## src/rtl/truth_table_sweeper_pkg.sv

```systemverilog
// sweeper_pkg: FSM states and counter-width helper for the truth table sweeper.
package sweeper_pkg;
    typedef enum logic [1:0] {IDLE, RUN, DONE} state_t;
    function automatic int dwell_w(input int d);
        return (d > 1) ? $clog2(d) : 1;
    endfunction
endpackage

```

## src/rtl/truth_table_sweeper_dwell_counter.sv

```systemverilog
// dwell_counter: counts 0..DWELL-1 while enabled, wrapping at terminal count.
module dwell_counter #(
    parameter int DWELL = 10,
    parameter int W     = 4
) (
    input  logic clk,
    input  logic rst,
    input  logic clr,
    input  logic en,
    output logic tc
);
    logic [W-1:0] r_cnt;
    assign tc = (r_cnt == W'(DWELL - 1));
    always_ff @(posedge clk) begin
        if (rst || clr) r_cnt <= '0;
        else if (en)    r_cnt <= tc ? '0 : r_cnt + W'(1);
    end
endmodule

```

## src/rtl/truth_table_sweeper.sv

```systemverilog
// truth_table_sweeper: walks every input vector of a combinational DUT,
// holds each for DWELL cycles and compares the settled output against golden.
module truth_table_sweeper
    import sweeper_pkg::*;
#(
    parameter int N_IN  = 4,
    parameter int DWELL = 10
) (
    input  logic                 clk,
    input  logic                 rst,
    input  logic                 start,
    input  logic                 abort,
    input  logic [2**N_IN-1:0]   golden,
    input  logic                 dut_y,
    output logic [N_IN-1:0]      stim,
    output logic                 busy,
    output logic                 done,
    output logic                 pass,
    output logic [N_IN:0]        err_count,
    output logic [N_IN-1:0]      first_fail_idx,
    output logic                 first_fail_valid
);
    localparam int CW = dwell_w(DWELL);
    state_t            r_state;
    logic [N_IN-1:0]   r_stim;
    logic              r_busy;
    logic              r_done;
    logic              r_pass;
    logic [N_IN:0]     r_err;
    logic [N_IN-1:0]   r_ffi;
    logic              r_ffv;
    logic              w_tc;
    logic              w_mis;
    logic [N_IN:0]     w_err;
    dwell_counter #(.DWELL(DWELL), .W(CW)) u_dwell (
        .clk (clk),
        .rst (rst),
        .clr (r_state != RUN || abort),
        .en  (r_state == RUN),
        .tc  (w_tc)
    );
    assign w_mis = dut_y != golden[r_stim];
    assign w_err = r_err + (N_IN+1)'(w_mis);
    // Abort outranks the window-end sample, so a late abort never yields DONE.
    always_ff @(posedge clk) begin
        if (rst) begin
            r_state <= IDLE;
            r_stim  <= '0;
            r_busy  <= 1'b0;
            r_done  <= 1'b0;
            r_pass  <= 1'b0;
            r_err   <= '0;
            r_ffi   <= '0;
            r_ffv   <= 1'b0;
        end else begin
            case (r_state)
                IDLE, DONE: if (start) begin
                    r_state <= RUN;
                    r_stim  <= '0;
                    r_busy  <= 1'b1;
                    r_done  <= 1'b0;
                    r_pass  <= 1'b0;
                    r_err   <= '0;
                    r_ffi   <= '0;
                    r_ffv   <= 1'b0;
                end
                RUN: if (abort) begin
                    r_state <= IDLE;
                    r_stim  <= '0;
                    r_busy  <= 1'b0;
                end else if (w_tc) begin
                    r_err <= w_err;
                    if (w_mis && !r_ffv) begin
                        r_ffi <= r_stim;
                        r_ffv <= 1'b1;
                    end
                    if (r_stim == '1) begin
                        r_state <= DONE;
                        r_busy  <= 1'b0;
                        r_done  <= 1'b1;
                        r_pass  <= (w_err == '0);
                    end else begin
                        r_stim <= r_stim + 1'b1;
                    end
                end
                default: r_state <= IDLE;
            endcase
        end
    end
    assign stim             = r_stim;
    assign busy             = r_busy;
    assign done             = r_done;
    assign pass             = r_pass;
    assign err_count        = r_err;
    assign first_fail_idx   = r_ffi;
    assign first_fail_valid = r_ffv;
endmodule

```

## config.mk

```make
export PLATFORM = sky130hd
export DESIGN_NAME = truth_table_sweeper
export DESIGN_NICKNAME = d
export VERILOG_FILES = /design/src/rtl/truth_table_sweeper_pkg.sv /design/src/rtl/truth_table_sweeper_dwell_counter.sv /design/src/rtl/truth_table_sweeper.sv
export SDC_FILE = /design/constraint.sdc
export NUM_CORES = 1
export LEC_CHECK = 0
export BUFFER_PORTS_ARGS = -buffer_cell sky130_fd_sc_hd__buf_4
export CAP_MARGIN = 10
export CORE_MARGIN = 1
export CORE_UTILIZATION = 45
export CTS_CLUSTER_DIAMETER = 60
export DETAILED_ROUTE_END_ITERATION = 10
export GPL_TIMING_DRIVEN = 0
export PLACE_DENSITY = 0.71
export SLEW_MARGIN = 20
export SYNTH_ARGS = -nofsm -noshare
export SYNTH_HDL_FRONTEND = slang
export SYNTH_SLANG_ARGS = --single-unit
export TNS_END_PERCENT = 1
```

## constraint.sdc

```tcl
create_clock -name clk -period 3.2 [get_ports clk]
set_clock_uncertainty 0.2 [all_clocks]
set_input_delay 0.64 -clock clk [delete_from_list [all_inputs] [get_ports clk]]
set_output_delay 0.64 -clock clk [all_outputs]
set_load 0.05 [all_outputs]
```

==> impl_metrics.yaml, run 1 <==
clocking:
  clkTransAtPathRegs_ns: 0.12
  clock_latency_ns: 0.32
  cts_tree: "done"
  clockBufferDepth: 2
  cts.sinks: 23
  htreeDepth: 1
  postCtsHoldBufs: 0
  cts_root_buf: "clkbuf_4"
  cts_buffers: 3
layout:
  drive_above_1_share_pct: 30.1
  fin_util_pct: 61.1
  n_fill_cell: 247
  final_cells: 217
  n_antenna_cell: 0
  nNetsFinal: 211
  area_delta_synth_final_pct: 29.5
  final_area_um2: 1670
placed_design:
  place.gp.congestion: 0.763
  dp_cells: 210
  port-buffer-count: 36
  place_area_um2: 1600
  dp_hpwl_mm: 2.23
  place_ws_ns: -0.105
timing:
  fin_crit_ns: 3.10
  hold_viol: 0
  maxSlewViolCount: 0
  setup_ws_ns: 0.105
  maxSlewHeadroom_pct: 53.1
  finalCritPeriodShare_pct: 96.7
  whs_ns: 0.264
  fmax_mhz: 323
  finalSetupViolations: 0
  fin_setup_tns_ns: 0
  worstMarginPinSlew_ns: 0.702
power:
  power_uw: 511
  peakVddDrop_uv: 234
  p_leak_nw: 0.631
  power.density_nw_per_um2: 306
floorplan:
  rows: 19
  core_um2: 2730
  ios: 38
  dieWidth_um: 55.6
  die_y_um: 55.6
  die-area_um2: 3090
  start_util_pct: 47.2
hold_path:
  hp-class: "flip-flop to flip-flop"
  hp-start: "done"
global_routing:
  grt_max_degree: 13
  grt_pass1_vias: 1184
  grt.busiest_layer: "met2"
  grt_pass1_wl_mm: 5.04
  grt_remaining_overflow: 0
  antenna_found_initial: 0
  grt_use_total_pct: 20.2
  use_met3_pct: 2.34
  use_met1_pct: 25.2
  grtUsageMet2_pct: 36.0
routing:
  first_pass_iters: 4
  wirelength_mm: 3.07
  vias: 1233
  wl_per_cell_um: 14.1
  ant_nets: 0
  drtIter0Drc: 35
  avgViaCountPerCell: 5.68
  post-route-drc-count: 0
worst_setup_path:
  crit_arrival_ns: 3.12
  critPathLaunchType: "flip-flop"
  cp.required_ns: 3.23
  path_max_fanout: 7
  endpoint_kind: "flip-flop"
  worstSetupStartpoint: "stim[2]"
  criticalPathCategory: "flip-flop to flip-flop"
  r2r-start: "stim[2]"
logic_synthesis:
  yosysMostFrequentCell: "dfxtp_1"
  synth_area_um2: 1290
  synth_top_area_cell: "dfxtp_1"
  syn_inst: 143
  synth.top_cells.by_area: "dfxtp_1 36%, a21oi_1 6.2%, nand3b_1 5.8%, mux4_2 5.2%, mux4_1 4.1%"
  synth_edf_count: 0
  ys_seq_area_share_pct: 35.7
  synth_flop_cell: "dfxtp_1"
  yosys.cell_types.count: 41
  postSynth.asyncResetShare_pct: 0
  yosysTopAreaCellShare_pct: 35.7
  ys_seq_elements: 23
  synth_nets: 167
  synthTopCellsByCount: "23 x dfxtp_1, 16 x a21oi_1, 13 x nand2_1, 10 x nand3b_1, 9 x nand3_1"
  synth.avg_cell_area_um2: 9.03
  ys.warnings.count: 0
outcome:
  outcome: "completed"
job:
  max_cap_violations: 0
## critical path, cell delays in order, from the launching register on
cell and delay (ns):
dfxtp_2 0.38, buf_8 0.13, mux4_2 0.51, mux4_2 0.54, xor2_4 0.18, ha_1 0.23, ha_4 0.23, nor4_1 0.27
nand3_1 0.10, o31ai_1 0.25
## worst paths after layout
path               end  slack [ns]  depth (start not counted)
setup / recovery  pass        0.10                          9
hold / removal    done        0.26                          2
setup reg to reg  pass        0.10                          9
hold reg to reg   done        0.26                          2
## what timing repair did
item                       in CTS  in global routing
buffers inserted                0                  3
resized for setup               0                  7
setup endpoints to repair       0                  2
## where the power goes
part           switching, mW  internal [mW]  total, mW
sequential           0.00365          0.289      0.293
combinational         0.0384         0.0378     0.0762
clock                 0.0929         0.0487      0.142
## cells by family after synthesis
family / after synthesis / synth area share, %
compound gates: 35 / 16.4
xor+xnor: 4 / 3.30
fa+ha+maj: 3 / 2.91
buf+inv: 9 / 3.20
flops: 23 / 35.7
mux: 9 / 12.4
simple gates: 60 / 26.2
## area by class of cell
cell class	count	area (um^2)	area share (%)
clock buffers	4	26.3	1.57
flip-flops and latches	23	462	27.6
repair buffers	39	293	17.5
plain buffers	7	38.8	2.32
inverters	2	7.51	0.449
multi-input cells	111	806	48.2
well taps	31	38.8	2.32
## flip-flops by register name (all words and copies together), names as in the netlist
signal,flops
pass,1
first_fail_idx,4
first_fail_valid,1
busy,1
err_count,5
stim,4
u_dwell.r_cnt,4
done,1
r_state,2
## cells in the final DEF (no fill, tap or decap), types with 3 or more instances in the layout
cell type	instances
clkbuf_1	5
mux2i_1	4
nand3b_1	10
nand3_1	9
dfxtp_1	22
and2_1	3
clkbuf_4	3
a21oi_1	16
nand2b_1	4
nand2_1	13
mux4_2	5
buf_4	39
nor2_1	7
o21ai_0	8
nor3_1	4
## per-layer routing
layer	vias to the layer above	routed length [um]	part of all wire, %
met5	-	0	0
met4	0	32	1.0
met2	28	1610	52
met3	4	90	2.9
met1	584	1340	44
li1	617	-	-
Note: power is estimated with default switching activity, not from simulation.
==> inputs of run 2 (changes only) <==
- CORE_ASPECT_RATIO: not set -> 1.25
- PLACE_DENSITY: 0.71 -> 0.74
- SYNTH_HIERARCHICAL: not set -> 1
- clock period: 3.2 -> 2.6 ns (I/O delays scaled with it)
==> run 2 against run 1 <==
  * Sequential share of layout area is 0.39 points higher
  * Power up 23%
  * The flow now finishes with violations (setup timing)
  * Critical path depth is the same
  * Via count shrank 0.81%
  * Design area down 0.60%
  * Critical path type unchanged
==> impl_metrics.yaml, run 2 <==
layout:
  drive_above_1_share_pct: 34.6
  final_common_cell: "buf_4"
  area_delta_synth_final_pct: 30.6
  n_fill_cell: 234
  mostFrequentLayoutCells: "40 x buf_4, 21 x dfxtp_1, 16 x nand2_1, 14 x a21oi_1, 12 x nor2_1"
  multi_input_area_um2: 788
  nNetsFinal: 207
  n_antenna_cell: 0
  seq_area_um2: 465
  largest_register_ffs: 5
worst_setup_path:
  crit_arrival_ns: 3.19
  endpoint_kind: "flip-flop"
  critical_path_buf_inv_count: 0
  critPathLaunchType: "flip-flop"
  path_max_fanout: 6
  crit_slowest_cell: "mux4_2"
  crit_chain: "mux4_2 > mux4_2 > xor2_4 > ha_4 > ha_2 > nor4_2 > a31oi_1 > or4_1 > a21oi_1"
  cp_top_family: "multiplexers"
  criticalPathCategory: "flip-flop to flip-flop"
  cp.required_ns: 2.65
  critical-path-max-stage-delay_ns: 0.54
  crit_top_cell: "mux4_2"
logic_synthesis:
  synth_area_um2: 1270
  synthTopCellsByCount: "23 x dfxtp_1, 16 x nand2_1, 14 x a21oi_1, 12 x nor2_1, 7 x o21ai_0"
  yosysTopAreaCellShare_pct: 36.2
  synth_flop_cell: "dfxtp_1"
  yosys.cell_types.count: 46
  synth_top_area_cell: "dfxtp_1"
  synth_nets: 163
  synth_edf_count: 0
  postSynth.asyncResetShare_pct: 0
  ys.warnings.count: 6
  synth.top_cells.by_area: "dfxtp_1 36%, a21oi_1 5.5%, mux4_2 5.3%, nand2_1 4.7%, mux4_1 4.1%"
  synth.avg_cell_area_um2: 9.15
  ys_seq_elements: 23
  syn_inst: 139
  yosysMostFrequentCell: "dfxtp_1"
  ys_seq_area_share_pct: 36.2
timing:
  setup_ws_ns: -0.543
  fin_crit_ns: 3.14
  whs_ns: 0.194
  maxSlewHeadroom_pct: 65.1
  maxSlewViolCount: 0
  rsz0062_at_grt: "true"
  finalCritPeriodShare_pct: 121
  fin_setup_tns_ns: -1.07
  worstMarginPinSlew_ns: 0.523
  fmax_mhz: 318
  finalSetupViolations: 5
  hold_viol: 0
floorplan:
  start_util_pct: 47.5
  ios: 38
  die-area_um2: 3050
  dieWidth_um: 49.6
  rows: 21
  core_um2: 2680
  die_y_um: 61.5
routing:
  post-route-drc-count: 0
  first_pass_iters: 4
  ant_nets: 0
  wl_per_cell_um: 13.9
  vias: 1223
  avgViaCountPerCell: 5.66
  wirelength_mm: 3.00
  drtIter0Drc: 34
global_routing:
  grt_pass1_vias: 1080
  grt_max_degree: 13
  grt_use_total_pct: 19.9
  grt_remaining_overflow: 0
  grt_pass1_wl_mm: 4.61
  antenna_found_initial: 0
outcome:
  outcome: "complete, but fails checks"
  failed_checks: "setup timing"
clocking:
  cts_tree: "done"
  clockBufferDepth: 2
  htreeDepth: 1
  clock_latency_ns: 0.31
  cts_root_buf: "clkbuf_4"
  cts.sinks: 23
  cts_buffers: 3
  clkTransAtPathRegs_ns: 0.13
power:
  peakVddDrop_uv: 190
  p_leak_nw: 0.630
  power.density_nw_per_um2: 379
job:
  max_cap_violations: 0
placed_design:
  place_ws_ns: -0.857
  dp_hpwl_mm: 2.31
  port-buffer-count: 37
  place.gp.congestion: 0.786
hold_path:
  hp-class: "input port to flip-flop"
[run 2: path summary, 6_finish.rpt]
path                            startpoint          endpoint  slack [ns]  cells past startpoint
worst min register to register        done              done        0.26                      2
worst max-delay path               stim[1]              pass       -0.54                      9
worst min-delay path                   rst  u_dwell/r_cnt[2]        0.19                      2
worst max register to register     stim[1]              pass       -0.54                      9
[run 2: layer usage]
layer | global-route usage, % | up-vias | part of all wire, %
met1 | 21.7 | 576 | 42
li1 | - | 600 | -
met4 | 8.57 | 0 | 1.4
met2 | 39.0 | 41 | 53
met3 | 2.22 | 6 | 3.9
met5 | 0 | - | 0
[run 2: logic make-up after synthesis]
| logic type | synth area share (%) |
|---|---|
| mux | 11.1 |
| flops | 36.2 |
| buf+inv | 3.83 |
| simple gates | 22.3 |
| xor+xnor | 3.34 |
| fa+ha+maj | 2.95 |
| compound gates | 20.3 |
[run 2: area by class of cell]
class	instances	area share, %
repair buffers	40	18.1
well taps	34	2.56
flip-flops and latches	23	28.0
inverters	3	0.678
plain buffers	5	1.66
clock buffers	4	1.58
multi-input cells	107	47.4
[run 2: timing repair]
item | in CTS | in global routing
setup endpoints to repair | 6 | 5
buffers inserted | 2 | 1
hold buffers | 0 | 0
resized for setup | 6 | 2
pin swaps | 7 | 2
[run 2: through the flow]
stage	area, um^2	std cells	total power, mW	utilization [%]
global placement	1600	210	0.461	59.8
finish	1660	216	0.629	62.0
CTS	1650	215	0.633	61.5
global route	1660	216	0.654	62.0
detailed placement	1600	210	0.465	59.8
floorplan	1280	139	0.424	-
[run 2: report_power, final]
part	switching (mW)	internal [mW]
sequential	0.00433	0.355
combinational	0.0549	0.0509
clock	0.104	0.0598
